[config.mk]
export PLATFORM = sky130hd
export DESIGN_NAME = multicycle_ctrl
export DESIGN_NICKNAME = d
export VERILOG_FILES = /design/src/rtl/mips_pkg.sv /design/src/rtl/mc_decode.sv /design/src/rtl/multicycle_ctrl.sv
export SDC_FILE = /design/constraint.sdc
export NUM_CORES = 1
export LEC_CHECK = 0
export CAP_MARGIN = 40
export CORE_ASPECT_RATIO = 0.7
export CORE_MARGIN = 2
export CORE_UTILIZATION = 50
export DETAILED_ROUTE_END_ITERATION = 6
export PLACE_DENSITY = 0.81
export SYNTH_ARGS = -nofsm -noshare
export SYNTH_HDL_FRONTEND = slang
export SYNTH_HIERARCHICAL = 1
export SYNTH_SLANG_ARGS = --single-unit
[constraint.sdc]
create_clock -name clk -period 4.77 [get_ports clk]
set_input_delay 0.954 -clock clk [delete_from_list [all_inputs] [get_ports clk]]
set_output_delay 0.954 -clock clk [all_outputs]
set_load 0.02 [all_outputs]
[src/rtl/mips_pkg.sv]
// Shared types and encodings for the multicycle MIPS control path.
// Opcode/funct values follow the MIPS-I instruction encoding.
package mips_pkg;

  typedef enum logic [2:0] {
    ALU_AND,
    ALU_OR,
    ALU_ADD,
    ALU_ADDU,
    ALU_SUBU,
    ALU_SLT
  } alu_op_t;

  typedef enum logic [2:0] {
    S_FETCH,
    S_DECODE,
    S_EXEC,
    S_MEM,
    S_WB,
    S_ERR
  } ctrl_state_t;

  localparam logic [5:0] OP_RTYPE = 6'h00;
  localparam logic [5:0] OP_J     = 6'h02;
  localparam logic [5:0] OP_JAL   = 6'h03;
  localparam logic [5:0] OP_BEQ   = 6'h04;
  localparam logic [5:0] OP_ADDI  = 6'h08;
  localparam logic [5:0] OP_ADDIU = 6'h09;
  localparam logic [5:0] OP_ORI   = 6'h0D;
  localparam logic [5:0] OP_LUI   = 6'h0F;
  localparam logic [5:0] OP_LW    = 6'h23;
  localparam logic [5:0] OP_SW    = 6'h2B;

  localparam logic [5:0] FN_JR   = 6'h08;
  localparam logic [5:0] FN_ADDU = 6'h21;
  localparam logic [5:0] FN_SUBU = 6'h23;
  localparam logic [5:0] FN_SLT  = 6'h2A;

  localparam int NCLS    = 13;
  localparam int C_ADDU  = 0;
  localparam int C_SUBU  = 1;
  localparam int C_SLT   = 2;
  localparam int C_ORI   = 3;
  localparam int C_ADDI  = 4;
  localparam int C_ADDIU = 5;
  localparam int C_LUI   = 6;
  localparam int C_LW    = 7;
  localparam int C_SW    = 8;
  localparam int C_BEQ   = 9;
  localparam int C_J     = 10;
  localparam int C_JAL   = 11;
  localparam int C_JR    = 12;

  typedef logic [NCLS-1:0] ins_cls_t;

  localparam logic [1:0] PC_SEQ = 2'd0;
  localparam logic [1:0] PC_BR  = 2'd1;
  localparam logic [1:0] PC_JMP = 2'd2;
  localparam logic [1:0] PC_JR  = 2'd3;

  localparam logic [1:0] WB_ALU  = 2'd0;
  localparam logic [1:0] WB_MEM  = 2'd1;
  localparam logic [1:0] WB_LINK = 2'd2;
  localparam logic [1:0] WB_IMM  = 2'd3;

  localparam logic [1:0] EXT_ZERO = 2'd0;
  localparam logic [1:0] EXT_LUI  = 2'd1;
  localparam logic [1:0] EXT_SIGN = 2'd2;

  function automatic logic is_jump(ins_cls_t c);
    return c[C_J] | c[C_JAL] | c[C_JR];
  endfunction

endpackage

[src/rtl/mc_decode.sv]
// Combinational opcode/funct decoder: one-hot instruction class
// plus an illegal flag when nothing matches.
module mc_decode
  import mips_pkg::*;
#(
  parameter bit HAS_JR = 1'b1
) (
  input  logic [5:0] op_i,
  input  logic [5:0] funct_i,
  output ins_cls_t   cls_o,
  output logic       illegal_o
);

  always_comb begin
    cls_o = '0;
    case (op_i)
      OP_RTYPE: begin
        case (funct_i)
          FN_ADDU: cls_o[C_ADDU] = 1'b1;
          FN_SUBU: cls_o[C_SUBU] = 1'b1;
          FN_SLT:  cls_o[C_SLT]  = 1'b1;
          FN_JR:   cls_o[C_JR]   = HAS_JR;
          default: ;
        endcase
      end
      OP_ORI:   cls_o[C_ORI]   = 1'b1;
      OP_ADDI:  cls_o[C_ADDI]  = 1'b1;
      OP_ADDIU: cls_o[C_ADDIU] = 1'b1;
      OP_LUI:   cls_o[C_LUI]   = 1'b1;
      OP_LW:    cls_o[C_LW]    = 1'b1;
      OP_SW:    cls_o[C_SW]    = 1'b1;
      OP_BEQ:   cls_o[C_BEQ]   = 1'b1;
      OP_J:     cls_o[C_J]     = 1'b1;
      OP_JAL:   cls_o[C_JAL]   = 1'b1;
      default: ;
    endcase
    illegal_o = ~|cls_o;
  end

endmodule

[src/rtl/multicycle_ctrl.sv]
// Multicycle MIPS control FSM with memory timeout, sticky error
// state and a retired-instruction counter.
module multicycle_ctrl
  import mips_pkg::*;
#(
  parameter int MEM_TIMEOUT = 16,
  parameter int CNT_W       = 32,
  parameter bit HAS_JR      = 1'b1
) (
  input  logic             clk,
  input  logic             rst_n,
  input  logic [5:0]       op,
  input  logic [5:0]       funct,
  input  logic             ir_valid,
  input  logic             zero,
  input  logic             mem_ready,
  output logic             mem_req,
  output logic             mem_we,
  output logic             iord,
  output logic             ir_write,
  output logic             pc_write,
  output logic [1:0]       pc_src,
  output logic             reg_write,
  output logic [1:0]       memto_reg,
  output logic             alu_src,
  output alu_op_t          alu_ctr,
  output logic [1:0]       ext_op,
  output logic             busy,
  output logic             err,
  output logic [CNT_W-1:0] retired
);

  ctrl_state_t      state_q, state_d;
  ins_cls_t         cls;
  logic             illegal;
  logic             go_q;
  logic [7:0]       wait_q, wait_d;
  logic [CNT_W-1:0] ret_q, ret_d;
  logic             retire, tmo;

  // IR is only rewritten in FETCH, so op/funct stay stable per instruction
  mc_decode #(.HAS_JR(HAS_JR)) u_dec (
    .op_i      (op),
    .funct_i   (funct),
    .cls_o     (cls),
    .illegal_o (illegal)
  );

  assign retired = ret_q;
  assign tmo = mem_req & ~mem_ready
             & (wait_q == 8'(MEM_TIMEOUT - 1));

  always_ff @(posedge clk) begin
    if (!rst_n) begin
      state_q <= S_FETCH;
      go_q    <= 1'b0;
      wait_q  <= '0;
      ret_q   <= '0;
    end else begin
      state_q <= state_d;
      go_q    <= 1'b1;
      wait_q  <= wait_d;
      ret_q   <= ret_d;
    end
  end

  always_comb begin
    state_d = state_q;
    unique case (state_q)
      S_FETCH: begin
        if (go_q && mem_ready) state_d = S_DECODE;
        else if (tmo)          state_d = S_ERR;
      end
      S_DECODE: begin
        if (ir_valid) begin
          if (illegal)           state_d = S_ERR;
          else if (is_jump(cls)) state_d = S_FETCH;
          else                   state_d = S_EXEC;
        end
      end
      S_EXEC: begin
        if (cls[C_BEQ])                state_d = S_FETCH;
        else if (cls[C_LW] | cls[C_SW]) state_d = S_MEM;
        else                           state_d = S_WB;
      end
      S_MEM: begin
        if (mem_ready) state_d = cls[C_SW] ? S_FETCH : S_WB;
        else if (tmo)  state_d = S_ERR;
      end
      S_WB:    state_d = S_FETCH;
      S_ERR:   state_d = S_ERR;
      default: state_d = S_ERR;
    endcase
  end

  always_comb begin
    wait_d = wait_q;
    if (state_d != state_q)      wait_d = '0;
    else if (mem_req && !mem_ready) wait_d = wait_q + 8'd1;
    retire = (state_q == S_WB)
           | (state_q == S_MEM && cls[C_SW] && mem_ready)
           | (state_q == S_EXEC && cls[C_BEQ])
           | (state_q == S_DECODE && ir_valid && is_jump(cls));
    ret_d = ret_q + CNT_W'(retire);
  end

  always_comb begin
    mem_req   = 1'b0;
    mem_we    = 1'b0;
    iord      = 1'b0;
    ir_write  = 1'b0;
    pc_write  = 1'b0;
    pc_src    = PC_SEQ;
    reg_write = 1'b0;
    memto_reg = WB_ALU;
    alu_src   = 1'b0;
    alu_ctr   = ALU_AND;
    ext_op    = EXT_SIGN;
    busy      = 1'b1;
    err       = 1'b0;
    unique case (state_q)
      S_FETCH: begin
        mem_req  = go_q;
        busy     = go_q;
        ir_write = go_q & mem_ready;
        pc_write = go_q & mem_ready;
      end
      S_DECODE: begin
        if (ir_valid) begin
          pc_write  = is_jump(cls);
          pc_src    = cls[C_JR] ? PC_JR
                    : (is_jump(cls) ? PC_JMP : PC_SEQ);
          reg_write = cls[C_JAL];
          memto_reg = cls[C_JAL] ? WB_LINK : WB_ALU;
        end
      end
      S_EXEC: begin
        alu_src = cls[C_ORI] | cls[C_ADDI] | cls[C_ADDIU]
                | cls[C_LUI] | cls[C_LW] | cls[C_SW];
        unique case (1'b1)
          cls[C_ORI]:                          alu_ctr = ALU_OR;
          cls[C_LW], cls[C_SW], cls[C_ADDI]:   alu_ctr = ALU_ADD;
          cls[C_SLT]:                          alu_ctr = ALU_SLT;
          cls[C_ADDU], cls[C_ADDIU]:           alu_ctr = ALU_ADDU;
          cls[C_SUBU], cls[C_BEQ]:             alu_ctr = ALU_SUBU;
          default:                             alu_ctr = ALU_AND;
        endcase
        ext_op   = cls[C_ORI] ? EXT_ZERO
                 : (cls[C_LUI] ? EXT_LUI : EXT_SIGN);
        pc_write = cls[C_BEQ] & zero;
        pc_src   = cls[C_BEQ] ? PC_BR : PC_SEQ;
      end
      S_MEM: begin
        mem_req = 1'b1;
        iord    = 1'b1;
        mem_we  = cls[C_SW];
      end
      S_WB: begin
        reg_write = 1'b1;
        memto_reg = cls[C_LW] ? WB_MEM
                  : (cls[C_LUI] ? WB_IMM : WB_ALU);
      end
      S_ERR: begin
        busy = 1'b0;
        err  = 1'b1;
      end
      default: ;
    endcase
  end

endmodule

---- After elaboration in Yosys (flattened, before gate mapping) ----
Cells that the tools add are included.
W data, S select, Z words.
word-level totals
  register bits after elaboration ......... 44
  bits of input ports ..................... 17
  output and inout port bits .............. 50
  word-level logic and storage cells ...... 110
cells by class
  reduce and logical (&&, ||, !) cells .... 15
  muxes and demuxes ....................... 52
  bitwise operators ....................... 17
  $add $sub $neg .......................... 2
  equality and inequality tests ........... 20
operators with widths
  kind                   count
  $add A32 B1 Y32        1
  $eq A6 B4 Y1 const B   5
  $eq A6 B6 Y1 const B   5
  $mux W3                10
  $pmux W3 S5            2
  $mux W1                23
  $mux W2                11
  $reduce_or A13 Y1      1
  $eq A6 B2 Y1 const B   2
  $or A1 B1 Y1           11
  $add A8 B1 Y8 const B  1
  $eq A8 B4 Y1 const B   1
  $pmux W2 S2            2
  $logic_and A1 B1 Y1    7
  $eq A3 B2 Y1 const B   2
  $eq A3 B3 Y1 const B   2
  $eq A6 B3 Y1 const B   1
  $logic_not A6 Y1       1
  $pmux W1 S2            3
  $reduce_or A2 Y1       3
  $and A1 B1 Y1          4
  $eq A3 B1 Y1 const B   1
  $logic_not A3 Y1       1
  $ne A3 B3 Y1           1
  other kinds (4)        5

---- Logic depth before layout (Yosys ltp) ----
  depth after elaboration ................. 10
  depth in mapped cells ................... 13
  mapped depth without buffers ............ 12

---- Modules after synthesis ----
Netlist, hierarchy kept.
by module, submodules not included
  module           area each (sq um)  cells each  instances
  multicycle_ctrl  2486.1             285         1
  mc_decode        261.5              40          1

---- Least setup slack after synthesis ----
Ideal clock, no wire load.
  path kind ............................... in2reg
  from .................................... input port op[0]
  to ...................................... register ret_q[30], in the netlist retired[30]
  path buffers ............................ 1
  slack ................................... 818 ps
  stages on the path ...................... 12
  arrival time ............................ 3882 ps
  required time ........................... 4700 ps
  path through ............................ or4_4 > nor3b_1 > nand2b_1 > a21oi_1 > a211o_1 > ha_1 > ha_1 > and2_1 > nand4_2 > buf_6 > or4_1 > a21oi_1
between the ends
  elaborated cells between the ends (all ways) .. 20
  classes of those cells .................. add/sub (1); eq/ne (4); mux (5); bitwise (5); reduce/logical (5)
RTL lines
  element                 line                    text
  start: declaration      multicycle_ctrl.sv:12   input logic [5:0] op,
  $eq A6 B3 Y1            mc_decode.sv:16         case (op_i)
  $mux W1                 mc_decode.sv:16
  net cls[9]              multicycle_ctrl.sv:34   ins_cls_t cls;
  $logic_and A1 B1 Y1     multicycle_ctrl.sv:102  | (state_q == S_EXEC && cls[C_BEQ])
  $or A1 B1 Y1            multicycle_ctrl.sv:102
  $or A1 B1 Y1            multicycle_ctrl.sv:103  | (state_q == S_DECODE && ir_valid && is_jump(cls));
  $add A32 B1 Y32         multicycle_ctrl.sv:104  ret_d = ret_q + CNT_W'(retire);
  end signal: assignment  multicycle_ctrl.sv:63   ret_q <= ret_d;
  end: declaration        multicycle_ctrl.sv:38   logic [CNT_W-1:0] ret_q, ret_d;
The timed path passes the listed nets, and every way through them passes these cells.
A chain may end at the register's enable or synchronous reset.

---- Final worst setup path ----
  from .................................... input port op[0]
  to ...................................... output port pc_write
between the ends
  elaborated cells between the ends (all ways) .. 13
  classes of those cells .................. eq/ne (3); mux (6); bitwise (3); reduce/logical (1)
RTL lines
  element           line                    text
  $logic_not A6 Y1  mc_decode.sv:16
  $mux W1           mc_decode.sv:16
  net cls[12]       multicycle_ctrl.sv:34
  $or A1 B1 Y1      mips_pkg.sv:71          return c[C_J] | c[C_JAL] | c[C_JR];
  $mux W1           multicycle_ctrl.sv:129  if (ir_valid) begin
  $pmux W1 S3       multicycle_ctrl.sv:121  unique case (state_q)
  end: declaration  multicycle_ctrl.sv:21   output logic pc_write,
The timed path passes the listed nets, and every way through them passes these cells.

==> out/metrics.yaml <==
detailed_routing:
  first_pass_iters: 5
  vias: 2804
  route.detailed.drc: 0
  wl_per_cell_um: 16.49
  ant_nets: 0
  viasPerCell: 6.056
  wl_um: 7634
  drt_iter0_markers: 250
power_and_ir_drop:
  ir_drop_uv: 116.2
  total_leakage_power_uw: 0.001195
  power_density_nw_per_um2: 198.5
cells_and_area:
  diodes: 0
  fin_util_pct: 67.59
  final_cell_mix: "clkdlybuf4s50_1, dfxtp_1, a21oi_1"
  syn2layout_area_growth_pct: 29.33
  multi_input_area_um2: 1768
  final_common_cell: "clkdlybuf4s50_1"
  final_nets: 410
  ff_latch_area_um2: 880.8
  fillCellCount: 420
  drive_above_1_share_pct: 8.696
critical_path:
  cp.required_ns: 3.82
  worstPathArrival_ns: 3.60
  slowest_stage: "or4_4"
  cp-start-kind: "input port"
  cpMostUsedCell: "clkdlybuf4s50_1"
  crit_chain: "clkdlybuf4s50_1 -> or4_4 -> nand3b_4 -> nor3_2 -> nor3_1 -> nor2b_1 -> a311o_1 -> clkdlybuf4s50_1"
  slowest_delay_ns: 0.62
  worstSetupPathType: "in -> out"
  critical_path_peak_fanout: 7
  crit_path_end_kind: "output port"
clock_tree:
  hold_buffers: 0
  cts_sinks: 44
  htreeDepth: 2
  cts_resized: 0
  cts_max_path_buffers: 2
  cts-root-buf: "clkbuf_8"
  path_clk_slew_ns: 0.08
  post_cts_buffers: 0
  numCtsBuffers: 5
  clk_latency_ns: 0.30
  cts_tree: "built"
synthesis:
  ys_seq_area_share_pct: 32.06
  syn_area_um2: 2748
  synth_edf_count: 0
  syn_nets: 345
  synthTopCellsByArea: "dfxtp_1, a21oi_1, xor2_1"
  yosys.area.top_type_share_pct: 32.06
  ys_ff_latch: 44
  synthArstFlopShare_pct: 0
  synth_area_leader_cell: "dfxtp_1"
  ys_types: 66
  syn_inst: 325
  synth.avg_cell_area_um2: 8.454
  synth_flop_cell: "dfxtp_1"
  ys.warnings.count: 6
sta:
  tns_ns: 0
  slew_headroom_pct: 53.29
  fin_crit_sh_pct: 95.44
  grt_setup_unrepaired: "false"
  worst_pin_slew_ns: 0.6943
  max_freq_mhz: 219.7
  slew_viol_final: 0
  post-route-min-period_ns: 4.552
  finalSetupViolCount: 0
  final-hold-violation-count: 0
  skew_ns: 0.005093
floorplanning:
  die_w_um: 92.60
  initial_core_util_pct: 52.26
  ioPinCount: 67
  die-area_um2: 6113
  std_cell_rows: 22
  core-area_um2: 5258
  fp.dieH_um: 66.02
flow_run:
  max-cap-violations: 0
grt:
  track_usage_pct: 26.00
  grt_pass1_vias: 2492
  grt_max_degree: 20
  grt_pass1_wl_um: 12630
  antenna_found_initial: 0
  grt_overflow: 0
placed_design:
  numPortBuffers: 66
  dpl.hpwl_um: 5564
  globalplace.congestion: 0.8994
min_path:
  hold_path.class: "reg -> reg"
run_status:
  outcome: "finished, final reports clean"
==> synthesized netlist by cell type, types with 4 or more instances <==
library cell,n
dfxtp_1,44
o21ai_0,10
nand2_1,19
and2_1,10
nand2b_1,7
a21oi_1,27
o31ai_1,11
nand3_1,15
inv_1,9
xnor2_1,6
clkbuf_1,7
nand4_1,8
and3_1,5
nor3_1,14
or4_1,11
nor2_1,26
or3_1,10
a211oi_1,4
nor3b_1,4
xor2_1,12
==> final timing paths <==
check,cells past startpoint,start,slack (ns),end
max,8,op[0],0.22,pc_write
min,2,retired[31]$_SDFF_PN0_,0.49,retired[31]$_SDFF_PN0_
max reg2reg,9,state_q[0]$_SDFF_PN0_,1.57,retired[30]$_SDFF_PN0_
min reg2reg,2,retired[31]$_SDFF_PN0_,0.49,retired[31]$_SDFF_PN0_
==> logic make-up (layout without fill, tap and decap cells) <==
family | Yosys count | after routing | share of synthesized area [%]
xor gates and xnor gates | 18 | 18 | 5.738
and+or+nand+nor | 163 | 163 | 37.11
DFF | 44 | 44 | 32.06
adders and majority gates | 3 | 3 | 1.366
AOI/OAI and AO/OA | 74 | 74 | 19.04
muxes | 3 | 3 | 1.093
buffers and inverters | 20 | 86 | 3.597
==> metal layers <==
metal | GRT usage [%] | vias to the layer above | wire [µm]
met5 | 0 | - | 0
met1 | 39.62 | 1350 | 3904
li1 | - | 1359 | -
met2 | 36.50 | 85 | 3179
met3 | 5.473 | 10 | 458
met4 | 7.090 | 0 | 91
==> cell type report <==
type,count,area share (%)
inverter,9,0.9507
clock buffer,8,2.535
tap,72,2.535
timing repair buffer,69,19.44
sequential,44,24.79
multi-input combinational,261,49.75
==> worst max-delay path, delay by kind of cell <==
family	cells	cell delay (ns)
simple gates	5	1.36
buf+inv	2	1.12
compound gates	1	0.16
==> state kept, by name, summed over array words and instances, names as in the netlist <==
register / flops
retired: 32
wait_q: 8
state_q: 3
go_q: 1
==> through the flow <==
step	instances	setup WS [ns]	hold slack [ns]	cell area (µm²)	power, µW
4_1_cts	463	0.2620	0.4955	3553	709.1
5_1_grt	463	0.1480	0.5187	3553	729.3
2_1_floorplan	325	0.8179	0.4746	2748	428.6
6_report	463	0.2176	0.4937	3553	705.5
3_5_place_dp	455	0.1202	0.4840	3463	466.8
3_3_place_gp	454	0.3927	0.4732	3448	463.3
==> power breakdown <==
| group | internal (µW) | switching, µW | leakage, µW |
|---|---|---|---|
| Combinational | 38.8 | 44.7 | 0.000794 |
| Sequential | 370 | 7.22 | 0.000355 |
| Clock | 118 | 127 | 0.0000455 |
| Total | 527 | 179 | 0.00119 |
Power figures use the tool's default switching activity.
